===== config.mk =====
export PLATFORM = sky130hd
export DESIGN_NAME = mem_port_arbiter
export DESIGN_NICKNAME = d
export VERILOG_FILES = /design/src/rtl/mem_port_arbiter.sv
export SDC_FILE = /design/constraint.sdc
export NUM_CORES = 1
export LEC_CHECK = 0
export ABC_AREA = 1
export BUFFER_PORTS_ARGS = -buffer_cell sky130_fd_sc_hd__buf_2
export CAP_MARGIN = 20
export CORE_ASPECT_RATIO = 0.7
export CORE_MARGIN = 2
export CORE_UTILIZATION = 45
export DETAILED_ROUTE_END_ITERATION = 8
export GPL_TIMING_DRIVEN = 0
export HOLD_SLACK_MARGIN = 0.1
export PLACE_DENSITY_LB_ADDON = 0.3
export SLEW_MARGIN = 20
export SYNTH_ARGS = -nofsm -noshare
export SYNTH_HDL_FRONTEND = slang
export SYNTH_SLANG_ARGS = --single-unit

===== constraint.sdc =====
create_clock -name clock -period 1.5 [get_ports clock]
set_input_delay 0.075 -clock clock [delete_from_list [all_inputs] [get_ports clock]]
set_output_delay 0.075 -clock clock [all_outputs]
set_load 0.01 [all_outputs]

===== src/rtl/mem_port_arbiter.sv =====
// N-channel req/rdy arbiter merging requesters onto one memory port, one transaction in flight.
// Define ARB_FIXED_PRIO_EN for fixed priority (lowest index wins); default build is round-robin.
module mem_port_arbiter #(
  parameter int NUM_CH = 2,
  parameter int ADDR_W = 32,
  parameter int DATA_W = 32
) (
  input  logic                     clock,
  input  logic                     reset,
  input  logic [NUM_CH-1:0]        ch_req,
  input  logic [NUM_CH-1:0]        ch_wr,
  input  logic [NUM_CH*ADDR_W-1:0] ch_addr,
  input  logic [NUM_CH*DATA_W-1:0] ch_wdata,
  output logic [DATA_W-1:0]        ch_rdata,
  output logic [NUM_CH-1:0]        ch_rdy,
  output logic [ADDR_W-1:0]        mem_addr,
  output logic [DATA_W-1:0]        mem_wdata,
  output logic                     mem_req,
  output logic                     mem_wr,
  input  logic [DATA_W-1:0]        mem_rdata,
  input  logic                     mem_rdy
);

  localparam int CH_W = $clog2(NUM_CH);

  localparam logic [1:0] IDLE = 2'd0;
  localparam logic [1:0] BUSY = 2'd1;
  localparam logic [1:0] RESP = 2'd2;

  logic [1:0]      state;
  // Channel of the current/most recent grant; doubles as the round-robin pointer.
  logic [CH_W-1:0] last_grant;
  logic [CH_W-1:0] pick;
  logic            pick_valid;

  always_comb begin
    // NOTE: every output of this block gets a default first, so no path leaves it unassigned (no latch).
    pick       = '0;
    pick_valid = 1'b0;
`ifdef ARB_FIXED_PRIO_EN
    for (int i = NUM_CH - 1; i >= 0; i--) begin
      if (ch_req[i]) begin
        pick       = CH_W'(i);
        pick_valid = 1'b1;
      end
    end
`else
    // Scan downward so the smallest offset from last_grant is the final (winning) assignment.
    for (int k = NUM_CH; k >= 1; k--) begin
      if (ch_req[(int'(last_grant) + k) % NUM_CH]) begin
        pick       = CH_W'((int'(last_grant) + k) % NUM_CH);
        pick_valid = 1'b1;
      end
    end
`endif
  end

  always_ff @(posedge clock or negedge reset) begin
    // NOTE: state registers use non-blocking assignments so every flop samples pre-edge values.
    if (!reset) begin
      state      <= IDLE;
      last_grant <= CH_W'(NUM_CH - 1);
      mem_req    <= 1'b0;
      mem_wr     <= 1'b0;
      mem_addr   <= '0;
      mem_wdata  <= '0;
      ch_rdy     <= '0;
      ch_rdata   <= '0;
    end else begin
      case (state)
        IDLE: begin
          if (pick_valid) begin
            mem_addr   <= ch_addr[pick*ADDR_W +: ADDR_W];
            mem_wdata  <= ch_wdata[pick*DATA_W +: DATA_W];
            mem_wr     <= ch_wr[pick];
            mem_req    <= 1'b1;
            last_grant <= pick;
            state      <= BUSY;
          end
        end
        BUSY: begin
          // Read data is captured for writes too; requesters ignore it then.
          if (mem_rdy) begin
            mem_req  <= 1'b0;
            ch_rdata <= mem_rdata;
            ch_rdy   <= NUM_CH'(1) << last_grant;
            state    <= RESP;
          end
        end
        RESP: begin
          ch_rdy <= '0;
          state  <= IDLE;
        end
        default: state <= IDLE;
      endcase
    end
  end

endmodule


==> impl_metrics.toml <==
[job]
maxCapViolCount = 0

[critical_path]
worst-setup-path-type = "reg -> reg"
crit_slowest_cell = "dfstp_2"
crit_fanout = 10
crit_buf_inv = 2
cp.arrival_ps = 1700
end_kind = "flip-flop"
startpoint_type = "flip-flop"
slowest_delay_ps = 550
cp_cell_sequence = "nand2_2, clkbuf_4, clkbuf_4, nand3_1, nand3_1, nand2_1"
crit_required_ps = 1780
crit_family = "flip-flops"

[sta]
hold_viol_final = 0
max-slew-margin-rel_pct = 64.03
drv_slew = 0
rsz0062_at_grt = "false"
finClkSkew_ps = 5.375
tns_ps = 0
worst_slew_pin_slew_ps = 539.5
holdWs_ps = 204.1
layout_setup_ws_ps = 77.48
fmax_mhz = 703.0
setup_viol = 0
fin_crit_sh_pct = 94.83
finalCriticalPeriod_ps = 1423

[global_routing]
grt.total_usage_pct = 33.81
busiest_layer = "met2"
gr-usage-met3_pct = 11.22
grt_overflow = 0
grt_pass1_vias = 6715
grt_pass1_wl_mm = 32.67
use_met2_pct = 55.45
use_met1_pct = 38.83
antenna_found_initial = 0
grt_max_degree = 65

[clocking]
clkSinkCount = 103
cts_root_buffer = "clkbuf_16"
cts-buffers-inserted = 9
cts_htree_levels = 3
clockBufferDepth = 2
clock_latency_ps = 340
cts_tree = "done"
path_clk_slew_ps = 70

[synth]
synth_cell_types = 14
syn_area_per_cell_um2 = 7.126
syn_nets = 885
synth_area_um2 = 5116
synth_top_area_share_pct = 49.89
ys_warn_count = 0
synth_top_area_cell = "dfrtp_1"
ys_ff_latch = 103
yosys-top-cells-area = "dfrtp_1 50%, nand2_1 22%, nand3_1 13%, inv_1 9.8%, buf_2 2.5%"
seq_area_frac_synth_pct = 50.40
netlist_instances = 718

[placement]
io_buffer_count = 266
place_hpwl_mm = 11.20
post_dp_cell_area_um2 = 6673
place_congestion = 0.8879
place_ws_ps = -150.6

[routing]
wl_mm = 20.62
drt-initial-drc-count = 382
drtPass1Iterations = 6
wl_per_cell_um = 15.62
drc = 0
num_vias = 6544
vias_per_cell = 4.958
ant_nets = 0

[finish]
fill_cells = 697
nets = 1329
multiInputGateArea_um2 = 1839
layout_common_cells = "297 x nand2_1, 283 x buf_2, 164 x dlygate4sd3_1"
utilization_pct = 78.48
regArea_um2 = 2579
layout-drive-gt1-share_pct = 28.02
final_common_cell = "nand2_1"
fin_area_um2 = 8672
n_antenna_cell = 0
syn_to_final_growth_pct = 69.50

[power]
swShare_pct = 41.91
p_leak_uw = 0.005192
switchingPower_uw = 5706
pwr-share-comb_pct = 47.1
p_seq_share_pct = 36.3
internal_power_uw = 7911
power-per-cell-area_nw_per_um2 = 1570
power_frac_clock_pct = 16.5
max-vdd-ir-drop_mv = 0.7567

[floorplan]
initial_utilization_pct = 46.30
dieArea_um2 = 12250
core_area_um2 = 11050
rows = 32
num_io_pins = 267
die_w_um = 131.4
die_h_um = 93.21

[worst_hold_path]
worst_hold_path_type = "in -> async"

[status]
status = "completed"
==> registers in the layout, summed over array words and instances, names as in the netlist <==
| register | flops |
|---|---|
| last_grant | 1 |
| ch_rdy | 2 |
| ch_rdata | 32 |
| mem_wdata | 32 |
| mem_req | 1 |
| mem_addr | 32 |
| state | 2 |
| mem_wr | 1 |
==> worst reg2reg max path: stages (launching register included) <==
cell	delay [ps]
dfstp_2	550
nand2_2	70
clkbuf_4	200
clkbuf_4	210
nand3_1	120
nand3_1	130
nand2_1	90
==> area by class of cell <==
class / count / area share [%]
timing repair buffer: 433 / 34.84
sequential: 103 / 29.74
multi-input combinational: 440 / 21.21
inverter: 133 / 5.757
buffer: 42 / 2.886
clock buffer: 10 / 2.756
tap: 153 / 2.207
clock inverter: 6 / 0.6060
==> metrics by stage <==
step | power [µW] | instances
after global placement | 10470 | 1137
after detailed placement | 10630 | 1138
final | 13620 | 1320
after CTS | 13260 | 1318
after global routing | 14520 | 1320
after floorplan | 8066 | 718
==> Yosys cell counts <==
| library cell | count |
|---|---|
| nand2_1 | 299 |
| buf_4 | 5 |
| clkbuf_1 | 10 |
| dfstp_2 | 1 |
| buf_1 | 1 |
| a21oi_1 | 1 |
| o31ai_1 | 1 |
| o21ai_2 | 1 |
| inv_1 | 133 |
| o21ai_0 | 2 |
| buf_2 | 26 |
| dfrtp_1 | 102 |
| nand3_1 | 132 |
| nor2_1 | 4 |
==> power groups by stage <==
| stage | sequential, µW | combinational, µW | clock [µW] |
|---|---|---|---|
| floorplan | 5530 | 2540 | 0 |
| global placement | 4880 | 5580 | 0 |
| detailed placement | 4890 | 5740 | 0 |
| CTS | 4880 | 6070 | 2300 |
| global route | 5080 | 7040 | 2400 |
| finish | 4950 | 6420 | 2250 |
==> routing by layer <==
| metal | vias up | routed length, µm |
|---|---|---|
| li1 | 3030 | - |
| met3 | 115 | 2125 |
| met5 | - | 0 |
| met4 | 0 | 1157 |
| met2 | 460 | 9584 |
| met1 | 2939 | 7753 |
==> cell families after synthesis <==
kind of cell	Yosys count	synth area share [%]
simple gates	435	35.14
flops	103	50.40
buf+inv	175	13.84
compound gates	5	0.6114
==> worst paths after layout <==
| path | startpoint | to | slack (ps) | cells after the start |
|---|---|---|---|---|
| max | last_grant | mem_wdata[13] | 80 | 6 |
| min | reset | mem_addr[21] | 200 | 2 |
| max reg2reg | last_grant | mem_wdata[13] | 80 | 6 |
| min reg2reg | mem_req | mem_req | 470 | 2 |
| max in group asynchronous | reset | ch_rdata[17] | 630 | 3 |
| min in group clock | ch_req[0] | last_grant | 290 | 5 |
==> what timing repair did <==
| action | 4_1_cts | 5_1_grt |
|---|---|---|
| setup endpoints to repair | 54 | 66 |
| cloned | 0 | 0 |
| hold buffers | 164 | 0 |
| gates resized for setup | 9 | 15 |
| endpoints found under the hold margin | 200 | 0 |
| buffers inserted | 0 | 2 |
Note: power is estimated with default switching activity, not from simulation.
